File: config.mk
export PLATFORM = sky130hd
export DESIGN_NAME = bf16_to_bcd
export DESIGN_NICKNAME = d
export VERILOG_FILES = /design/src/rtl/bf16_to_bcd.sv
export SDC_FILE = /design/constraint.sdc
export NUM_CORES = 1
export LEC_CHECK = 0
export ABC_AREA = 1
export BUFFER_PORTS_ARGS = -buffer_cell sky130_fd_sc_hd__buf_2
export CAP_MARGIN = 20
export CELL_PAD_IN_SITES_DETAIL_PLACEMENT = 0
export CELL_PAD_IN_SITES_GLOBAL_PLACEMENT = 1
export CORE_ASPECT_RATIO = 1.75
export CORE_MARGIN = 1.5
export CORE_UTILIZATION = 30
export DETAILED_ROUTE_END_ITERATION = 6
export GPL_ROUTABILITY_DRIVEN = 1
export GPL_TIMING_DRIVEN = 0
export PLACE_DENSITY_LB_ADDON = 0.12
export RECOVER_POWER = 50
export SETUP_SLACK_MARGIN = 0.1
export SKIP_CTS_REPAIR_TIMING = 1
export SLEW_MARGIN = 15
export SYNTH_ARGS = -nofsm -noshare
export SYNTH_HDL_FRONTEND = slang
export SYNTH_SLANG_ARGS = --single-unit
File: constraint.sdc
create_clock -name clk -period 6.81 [get_ports clk]
set_input_delay 0 -clock clk [delete_from_list [all_inputs] [get_ports clk]]
set_output_delay 0 -clock clk [all_outputs]
set_load 0.01 [all_outputs]
File: src/rtl/bf16_to_bcd.sv
// BF16 to signed 4-digit packed BCD formatter for the 7-segment display path.
// Rounds half away from zero, then runs a one-shift-per-clock double-dabble engine.
module bf16_to_bcd #(
    parameter int MAXVAL = 9999,
    parameter int BINW   = 14
) (
    input  logic        clk,
    input  logic        rst,
    input  logic        start,
    input  logic [15:0] val,
    input  logic        err_in,
    output logic        sign,
    output logic [15:0] bcd,
    output logic        error,
    output logic        done,
    output logic [1:0]  dbg_state
);
    localparam int CW = $clog2(BINW);
    localparam logic [CW-1:0] LAST = CW'(BINW - 1);
    localparam logic [15:0] MAXV = 16'(MAXVAL);

    typedef enum logic [1:0] {IDLE, UNPACK, SHIFT, DONE_ST} state_t;
    state_t state, state_d;

    logic [15:0]     val_q, val_d;
    logic            err_q, err_d;
    logic [BINW-1:0] bin_q, bin_d;
    logic [15:0]     acc_q, acc_d;
    logic [CW-1:0]   cnt_q, cnt_d;
    logic            sgn_q, sgn_d;
    logic            sign_d, error_d, done_d;
    logic [15:0]     bcd_d;

    logic [7:0]  e;
    logic [7:0]  sig;
    logic [7:0]  sh;
    logic [15:0] mag;
    logic        ovf;
    logic [15:0] adj;
    logic [15:0] shifted;

    assign dbg_state = state;
    assign e   = val_q[14:7];
    assign sig = {1'b1, val_q[6:0]};

    // Rounded magnitude of the captured value; ovf covers Inf/NaN and out-of-range.
    always_comb begin
        mag = '0;
        ovf = 1'b0;
        sh  = '0;
        if (e < 8'd126) begin
            mag = '0;
        end else if (e == 8'd126) begin
            mag = 16'd1;
        end else if (e <= 8'd133) begin
            sh  = 8'd134 - e;
            mag = ({8'd0, sig} + (16'd1 << (sh - 8'd1))) >> sh;
        end else if (e <= 8'd140) begin
            mag = {8'd0, sig} << (e - 8'd134);
        end else begin
            ovf = 1'b1;
        end
        if (mag > MAXV) ovf = 1'b1;
    end

    // Double-dabble step: add 3 to every digit >= 5, then shift in the next binary bit.
    always_comb begin
        adj = acc_q;
        for (int i = 0; i < 4; i++) begin
            if (acc_q[4*i +: 4] >= 4'd5) adj[4*i +: 4] = acc_q[4*i +: 4] + 4'd3;
        end
        shifted = {adj[14:0], bin_q[BINW-1]};
    end

    always_comb begin
        state_d = state;
        val_d   = val_q;
        err_d   = err_q;
        bin_d   = bin_q;
        acc_d   = acc_q;
        cnt_d   = cnt_q;
        sgn_d   = sgn_q;
        sign_d  = sign;
        bcd_d   = bcd;
        error_d = error;
        done_d  = done;
        case (state)
            IDLE: begin
                done_d  = 1'b0;
                error_d = 1'b0;
                if (start) begin
                    val_d   = val;
                    err_d   = err_in;
                    state_d = UNPACK;
                end
            end
            UNPACK: begin
                if (err_q || e == 8'hFF || ovf) begin
                    error_d = 1'b1;
                    bcd_d   = '0;
                    sign_d  = 1'b0;
                    done_d  = 1'b1;
                    state_d = DONE_ST;
                end else begin
                    bin_d   = mag[BINW-1:0];
                    acc_d   = '0;
                    cnt_d   = '0;
                    sgn_d   = val_q[15] & (mag != 16'd0);
                    state_d = SHIFT;
                end
            end
            SHIFT: begin
                acc_d = shifted;
                bin_d = {bin_q[BINW-2:0], 1'b0};
                cnt_d = cnt_q + 1'b1;
                if (cnt_q == LAST) begin
                    bcd_d   = shifted;
                    sign_d  = sgn_q;
                    error_d = 1'b0;
                    done_d  = 1'b1;
                    state_d = DONE_ST;
                end
            end
            DONE_ST: begin
                if (!start) begin
                    done_d  = 1'b0;
                    error_d = 1'b0;
                    state_d = IDLE;
                end
            end
            default: state_d = IDLE;
        endcase
    end

    always_ff @(posedge clk or posedge rst) begin
        if (rst) begin
            state <= IDLE;
            val_q <= '0;
            err_q <= 1'b0;
            bin_q <= '0;
            acc_q <= '0;
            cnt_q <= '0;
            sgn_q <= 1'b0;
            sign  <= 1'b0;
            bcd   <= '0;
            error <= 1'b0;
            done  <= 1'b0;
        end else begin
            state <= state_d;
            val_q <= val_d;
            err_q <= err_d;
            bin_q <= bin_d;
            acc_q <= acc_d;
            cnt_q <= cnt_d;
            sgn_q <= sgn_d;
            sign  <= sign_d;
            bcd   <= bcd_d;
            error <= error_d;
            done  <= done_d;
        end
    end
endmodule

==> results.md, run 1 <==
* Max cap viols at 1
* Worst setup path endpoint: bcd[9]
* Xor/xnor share of the synthesized area at 1.70%
* CP Max Fanout at 12
* FP Rows at 66
* Tot Pwr at 3100 uW
* Reg2Reg Depth at 37
* R2R Path End: bcd[9]
* Yosys top cell by area: dfrtp_1
* Core Util, Final at 36.0%
* Synthesis-stage register bit count at 73
* Kind of critical path: reg2reg
* Clock Sinks at 73
* Largest family of logic cells by synthesized area: simple AND/OR/NAND/NOR gates
* Cell count after synthesis at 826
* Internal power at 1460 uW
* Fillers at 2035
* Logic pwr share at 61.3%
* TritonCTS buffer count at 9
* DR vias at 5623
* Number of routed nets with antenna violations at 0
* Syn Area/Cell at 6.86 sq um
* WL final at 18.2 mm
* Count leader, synth: nand2_1
* Final setup fails at 0
* DR pass1 iterations at 5
* Multi-input logic area at 3350 sq um
* Fin nets at 947
* Pwr/cell area at 463 nW/um^2
* Static leakage at 0.00334 uW
* DRC at 0
* Setup TNS at 0 ns
* Adder-cell area share of the yosys netlist at 6.98%
* Max Clk Rate at 166 MHz
* Count of cell types in the netlist at 41
* Number of diodes at 0
* Sw Pwr at 1640 uW
* Synth top area cells: dfrtp_1 (32%), nand2_1 (16%), nand3_1 (8.5%)
* Global-route usage over all layers at 19.9%
* Die Area at 19800 sq um
* Slew HR at -107%
* H-tree Lvls at 3
* Clock Power Share at 18.1%
* Compound-cell area share of the yosys netlist at 13.1%
* Die X at 107 um
* Starting Density at 30.5%
* IO Port Bufs at 40
* Number of enable flip-flop cells after synthesis at 0
* CP Launch Type: flip-flop
* Crit share post-route at 88.7%
* Gr ovfl total at 0
* DRT iter0 DRCs at 185
* Status: finished, violations left
* Final HPWL DP at 14.7 mm
* Main synth FF type: dfrtp_1
* Vias per cell at 4.94
* Wire length of the first global-routing pass at 30.0 mm
* Max VDD drop at 0.191 mV
* Simple-gate area share of the yosys netlist at 36.1%
* Core box area at 18600 sq um
* Vias in the first global route at 5950
* Post-synth ARST share at 100%
* HP Class: in2reg
* Share of cells above drive strength 1 at 12.3%
* Crit-path max cell delay at 0.49 ns
* Finished Cell Area at 6700 sq um
* Minimum clock period at 6.04 ns
* Final slew viol count at 58
* Slowest stage cell, crit path: dfrtp_2
* Final estimated routing congestion in global placement at 0.882
* Final hold violation count at 0
* FF-to-FF Start: val_q[7]
* Worst Path Arrival at 6.32 ns
* Cell area after synthesis at 5670 sq um
* Worst-Margin Slew at 3.10 ns
* TritonCTS clock tree: done
* Clk_lat worst skew at 0.35 ns
* Largest net degree at the start of global routing at 58
* Synth-to-Final Area Change at 18.1%
* Hold Worst Slack at 0.0710 ns
* Top-area cell type share of the netlist area at 32.2%
* Die Ht at 185 um
* Setup slack, reg-to-reg at 0.77 ns
* Syn. warnings at 0
* Worst Setup SP: val_q[7]
* Crit end category: flip-flop
* Clk_skew at 0.00549 ns
* RSZ-0062 raised after global routing: no
* Sequential area share after synthesis at 32.2%
* Initial antenna violation count at 0
* Num ports at 41
* Register area at 1830 sq um
* Most used cell, CP: nand2_1
* Synth cell count leaders: nand2_1 (246), nand3_1 (96), dfrtp_1 (73)
* Sw frac at 53.0%
* Post-synthesis mux area share at 1.17%
* Syn_nets at 877
* Sequential share of power at 20.6%
* Required time worst endpoint at 7.10 ns
* CTS clk-pin slew, worst paths at 0.06 ns
* Failing checks: max-capacitance violations, max-slew violations
* Root buffer cell: clkbuf_16
* Placed cell areas at 6200 sq um
* Bufs on Longest Clock Path at 2
* Post-DR wirelength/cell at 15.9 um
-- cells in the final DEF, fill, tap and decap left out, types with 7 or more instances in the layout --
master	count
ha_1	29
a21oi_1	43
nand2_2	8
dfrtp_1	71
inv_1	70
buf_6	7
nor2_1	56
nand2_1	246
dlygate4sd3_1	18
inv_2	8
nor3_1	15
o21ai_0	54
buf_2	35
clkbuf_1	30
nor2_2	7
nand4_1	13
xor2_1	9
nand3_1	96
a31oi_1	7
clkbuf_16	9
-- how the worst min path moves through the flow --
stage	slack, ns	from	to	cells past startpoint
after floorplan	0.15	err_in	err_q	1
after global placement	0.23	val[5]	val_q[5]	2
after detailed placement	-0.04	rst	val_q[14]	2
after CTS	-0.41	rst	val_q[14]	2
after global routing	0.12	start	done	4
final	0.07	start	dbg_state[1]	4
-- through the flow --
stage,setup slack (ns),instances
floorplan,1.84,826
global placement,0.199,1104
detailed placement,0.144,1105
CTS,0.112,1121
global route,0.109,1139
finish,0.773,1139
-- logic make-up after synthesis --
family / count (synthesis)
AOI/OAI and AO/OA: 133
and+or+nand+nor: 458
adders and majority gates: 31
xor gates and xnor gates: 11
DFF: 73
muxes: 6
buffers and inverters: 114
-- worst max-delay path: cells and delay by family (launching register included) --
kind                     cells  cell delay [ns]
AND/OR/NAND/NOR             24             2.63
buffers and inverters        6             1.12
adder cells (fa/ha/maj)      3             1.00
AO/OA/AOI/OAI                3             0.52
flip-flops                   1             0.49
XOR/XNOR                     1             0.19
-- power by group through the flow --
stage / Combinational [uW] / Clock [uW] / Sequential [uW]
floorplan: 1370 / 0 / 613
global placement: 1890 / 0 / 646
detailed placement: 1910 / 0 / 649
CTS: 1920 / 575 / 642
global route: 2150 / 594 / 656
finish: 1900 / 561 / 639
-- area by class of cell --
type | count | share of cell area, %
inverters | 79 | 4.45
clock inverters | 6 | 1.72
well taps | 238 | 4.45
clock buffers | 10 | 3.42
flip-flops and latches | 73 | 27.3
plain buffers | 35 | 3.08
repair buffers | 59 | 5.55
multi-input cells | 639 | 50.0
-- state kept, by name (all words and copies together), names as in the netlist, 2 cells and up --
| name | cells |
|---|---|
| acc_q | 16 |
| bcd | 16 |
| bin_q | 14 |
| cnt_q | 4 |
| dbg_state | 2 |
| val_q | 16 |
-- per-layer routing --
layer / vias to the layer above / part of all wire (%) / track usage [%]
met5: - / 0 / 0
met4: 0 / 4.7 / 11.0
met3: 48 / 2.6 / 2.71
met2: 126 / 58 / 40.9
met1: 2599 / 35 / 17.9
li1: 2850 / - / -
Note: power is estimated with default switching activity, not from simulation.
==> run 2: changes to the inputs <==
--- a/config.mk
+++ b/config.mk
@@ -16,6 +16,7 @@
 export DETAILED_ROUTE_END_ITERATION = 6
 export GPL_ROUTABILITY_DRIVEN = 1
 export GPL_TIMING_DRIVEN = 0
+export MAX_ROUTING_LAYER = met4
 export PLACE_DENSITY_LB_ADDON = 0.12
 export RECOVER_POWER = 50
 export SETUP_SLACK_MARGIN = 0.1
==> run 2 against run 1 <==
Effect of this change: the run still ends with max-capacitance violations, max-slew violations left; combinational power barely moved; routed wire length fell by 0.19%; power fell by 2.5%; critical path depth fell by 3; register-to-register slack got worse by 0.13 ns; worst setup slack got worse by 0.13 ns; critical endpoint is now bcd[3]; count of clock-buffer cells in the layout rose by 1; cell count did not move; die area did not move; critical path type unchanged; clock power fell by 14%; sequential cell count did not move; largest power group unchanged; final area fell by 0.71%.
==> results.md, run 2 (synthesis gave the netlist of run 1 again) <==
* Status: finished, violations left
* Failing checks: max-capacitance violations, max-slew violations
* Hold worst-path end: done
* Max cap viols at 1
* Hold Worst Slack at 0.0985 ns
* Reg2Reg Depth at 34
* Minimum clock period at 6.17 ns
* CP Max Fanout at 12
* IO Port Bufs at 40
* Core Util, Final at 35.8%
* CP Launch Type: flip-flop
* Initial antenna violation count at 0
* WL final at 18.1 mm
* Die Area at 19800 sq um
* Share of cells above drive strength 1 at 12.2%
* Kind of critical path: reg2reg
* Crit end category: flip-flop
* Vias per cell at 4.95
* FF-to-FF Start: val_q[7]
* Final slew viol count at 58
* Commonest cells after routing, fill and taps aside: nand2_1 (246), nand3_1 (96), dfrtp_1 (71), inv_1 (70)
* Gr ovfl total at 0
* Worst Path Arrival at 6.40 ns
* Slowest stage cell, crit path: dfrtp_2
* Slew HR at -111%
* Pwr/cell area at 455 nW/um^2
* Number of routed nets with antenna violations at 0
* H-tree Lvls at 3
* HP Class: in2reg
* Crit-path max cell delay at 0.49 ns
* DR pass1 iterations at 5
* FP Rows at 66
* RSZ-0062 raised after global routing: no
* Core box area at 18600 sq um
* R2R Path End: bcd[3]
* Final hold violation count at 0
* DRT iter0 DRCs at 224
* Required time worst endpoint at 7.04 ns
* Commonest non-fill, non-tap cell in the layout: nand2_1
* Largest registers: acc_q x16, bcd x16, val_q x16
* Static leakage at 0.00331 uW
* Die X at 107 um
* TritonCTS clock tree: done
* Crit share post-route at 90.5%
* Largest net degree at the start of global routing at 58
* Max Clk Rate at 162 MHz
* Hold Crit Start: start
* Die Ht at 185 um
* Clk_lat worst skew at 0.35 ns
* Post-DR wirelength/cell at 15.9 um
* Worst-Margin Slew at 3.16 ns
* WHS Path Cells at 4
* Bufs on Longest Clock Path at 2
* Placed cell areas at 6200 sq um
* Final HPWL DP at 14.7 mm
* Starting Density at 30.5%
* Global-route usage over all layers at 20.1%
* Clk_skew at 0.0115 ns
* Most used cell, CP: nand2_1
* CTS clk-pin slew, worst paths at 0.06 ns
* Vias in the first global route at 5877
* Final setup fails at 0
* Clock Sinks at 73
* TritonCTS buffer count at 9
* Max VDD drop at 0.193 mV
* Wire length of the first global-routing pass at 29.8 mm
* Fin nets at 947
* Setup TNS at 0 ns
* Finished Cell Area at 6650 sq um
* DRC at 0
* Setup slack, reg-to-reg at 0.64 ns
* Synth-to-Final Area Change at 17.3%
* Worst Setup SP: val_q[7]
* Final estimated routing congestion in global placement at 0.904
* Num ports at 41
* DR vias at 5640
* Root buffer cell: clkbuf_16
* Number of diodes at 0
## run 2: cell types whose count changed in the layout (fill, tap and decap cells not counted), sizes merged
cell / before / now
buf: 46 / 44
clkinv: 1 / 2
clkbuf: 40 / 43
bufinv: 3 / 1
clkinvlp: 2 / 3
inv: 79 / 78
## run 2: layer usage
layer  vias up  routed length, um  global-route usage, %
met5         -                  0                      -
met4         0                592                   7.95
met3        34                337                   2.11
met2       101              10800                   41.6
met1      2646               6360                   17.9
li1       2859                  -                      -
## run 2: layout make-up
| class | instances | area [sq um] |
|---|---|---|
| fillers | 2054 | 11900 |
| multi-input cells | 639 | 3350 |
| flip-flops and latches | 73 | 1830 |
| repair buffers | 59 | 372 |
| inverters | 79 | 298 |
| well taps | 238 | 298 |
| clock buffers | 11 | 243 |
| plain buffers | 35 | 205 |
| clock inverters | 5 | 55.1 |
## run 2: metrics by stage
step | power (uW) | worst slack (ns) | cells
floorplan | 1980 | 1.84 | 826
global placement | 2540 | 0.185 | 1104
detailed placement | 2550 | 0.136 | 1105
global route | 3300 | 0.102 | 1139
finish | 3020 | 0.644 | 1139
CTS | 3040 | 0.111 | 1121
## run 2: critical path, delay by kind of cell (launching register included)
kind	cells	cell delay, ns
simple gates	18	2.14
xor+xnor	1	0.20
flops	1	0.49
fa+ha+maj	3	1.02
buf+inv	6	1.20
compound gates	6	1.00
## run 2: power by group
group          leakage, uW  total, uW  internal (uW)  switching (uW)
combinational      0.00222       1900            567            1340
sequential        0.000954        640            533             107
clock             0.000142        481            292             189
## run 2: how the worst max path moves through the flow
stage | endpoint | slack, ns
final | bcd[3] | 0.64
after global routing | bcd[7] | 0.10
after CTS | bcd[3] | 0.11
after detailed placement | bcd[3] | 0.14
after global placement | bcd[9] | 0.19
after floorplan | cnt_q[0] | 1.84
==> run 3: changes to the inputs <==
==> constraint.sdc (replaced) <==
create_clock -name clk -period 6.81 [get_ports clk]
set_input_delay 0 -clock clk [delete_from_list [all_inputs] [get_ports clk]]
set_output_delay 0 -clock clk [all_outputs]
set_load 0.005 [all_outputs]
==> run 3 against run 2 <==
Effect of this change: the run still ends with max-capacitance violations, max-slew violations left; combinational power about the same; critical path depth unchanged; critical path type unchanged; clock skew did not move.
==> results.md, run 3 (synthesis gave the netlist of run 1 again) <==
* CP Launch Type: flip-flop
* Max VDD drop at 0.193 mV
* Setup TNS at 0 ns
* Crit share post-route at 90.5%
* DRC at 0
* Crit end category: flip-flop
* Synth-to-Final Area Change at 17.4%
* Worst-Margin Slew at 3.16 ns
* Root buffer cell: clkbuf_16
* H-tree Lvls at 3
* IO Port Bufs at 40
* DRT iter0 DRCs at 222
* Global-route usage over all layers at 20.1%
* Most used cell, CP: nand2_1
* Failing checks: max-capacitance violations, max-slew violations
* RSZ-0062 raised after global routing: no
* Clk_lat worst skew at 0.35 ns
* Clk_skew at 0.0115 ns
* Logic pwr share at 62.9%
* Initial antenna violation count at 0
* Largest net degree at the start of global routing at 58
* Core Util, Final at 35.8%
* Worst Path Arrival at 6.40 ns
* Die Ht at 185 um
* Minimum clock period at 6.17 ns
* Pwr/cell area at 454 nW/um^2
* Hold Worst Slack at 0.0985 ns
* Commonest cells after routing, fill and taps aside: nand2_1 (246), nand3_1 (96), dfrtp_1 (71), inv_1 (70)
* Starting Density at 30.5%
* Max Clk Rate at 162 MHz
* Post-place setup slack at 0.136 ns
* Number of routed nets with antenna violations at 0
* TritonCTS buffer count at 9
* Slew HR at -111%
* Status: finished, violations left
* Share of cells above drive strength 1 at 12.8%
* Die X at 107 um
* CP Max Fanout at 12
* CTS clk-pin slew, worst paths at 0.06 ns
* Wire length of the first global-routing pass at 29.8 mm
* Final HPWL DP at 14.7 mm
* Gr ovfl total at 0
* Required time worst endpoint at 7.04 ns
* Max cap viols at 1
* Clock Power Share at 15.9%
* Final setup fails at 0
* Sequential share of power at 21.2%
* Crit-path max cell delay at 0.49 ns
* Largest registers: acc_q x16, bcd x16, val_q x16
* Vias per cell at 4.96
* Final estimated routing congestion in global placement at 0.904
* TritonCTS clock tree: done
* HP Class: in2reg
* Sw Pwr at 1630 uW
* Core box area at 18600 sq um
* Clock Sinks at 73
* Fillers at 2056
* Commonest non-fill, non-tap cell in the layout: nand2_1
* Vias in the first global route at 5877
* Sw frac at 53.9%
* Die Area at 19800 sq um
* Internal power at 1390 uW
* DR pass1 iterations at 6
* DR vias at 5645
* Fin nets at 947
* Final slew viol count at 58
* PnR worst setup slack at 0.644 ns
* Num ports at 41
* WL final at 18.1 mm
* Post-DR wirelength/cell at 15.9 um
* Kind of critical path: reg2reg
* Number of diodes at 0
* Final hold violation count at 0
* Static leakage at 0.00334 uW
* Bufs on Longest Clock Path at 2
* FP Rows at 66
* Slowest stage cell, crit path: dfrtp_2
run 3: cell types whose count changed in the layout (fill, tap and decap cells not counted), sizes merged:
cell	before	now
clkbuf	43	38
buf	44	49
run 3: layout make-up:
class                           count  area (sq um)  share of cell area [%]
Multi-Input combinational cell    639          3350                    50.3
Sequential cell                    73          1830                    27.5
Timing Repair Buffer               59           378                    5.68
Inverter                           79           298                    4.48
Tap cell                          238           298                    4.48
Clock buffer                       11           243                    3.65
Buffer                             35           205                    3.08
Clock inverter                      5          55.1                   0.827
run 3: worst paths after layout:
check,startpoint,endpoint,slack (ns),cells past startpoint
worst min-delay path,start,done,0.1,4
worst max register to register,val_q[7],bcd[3],0.64,34
worst max-delay path,val_q[7],bcd[3],0.64,34
max in group asynchronous,rst,acc_q[13],3.10,4
min in group asynchronous,rst,err_q,0.30,3
worst min register to register,bcd[2],bcd[2],0.46,2
run 3: critical path: cells and delay by family (launching register included):
family / cells / cell delay [ns]
compound gates: 6 / 1.00
xor+xnor: 1 / 0.20
fa+ha+maj: 3 / 1.02
buf+inv: 6 / 1.20
simple gates: 18 / 2.14
flops: 1 / 0.49
run 3: per-layer routing:
layer,vias up,routed length [um],GRT usage [%]
met5,-,0,-
met4,0,574,7.95
met3,32,347,2.11
met2,106,10900,41.6
met1,2649,6320,17.9
li1,2858,-,-
run 3: per-stage QoR:
stage / instances / total power, uW / area, sq um
5_1_grt: 1139 / 3290 / 6650
6_report: 1139 / 3020 / 6650
3_5_place_dp: 1105 / 2550 / 6200
4_1_cts: 1121 / 3040 / 6490
3_3_place_gp: 1104 / 2530 / 6170
2_1_floorplan: 826 / 1970 / 5670
run 3: power groups by stage:
stage | Sequential (uW) | Clock (uW) | Combinational [uW]
floorplan | 608 | 0 | 1370
global placement | 646 | 0 | 1890
detailed placement | 649 | 0 | 1900
CTS | 641 | 492 | 1910
global route | 655 | 511 | 2130
finish | 640 | 481 | 1900
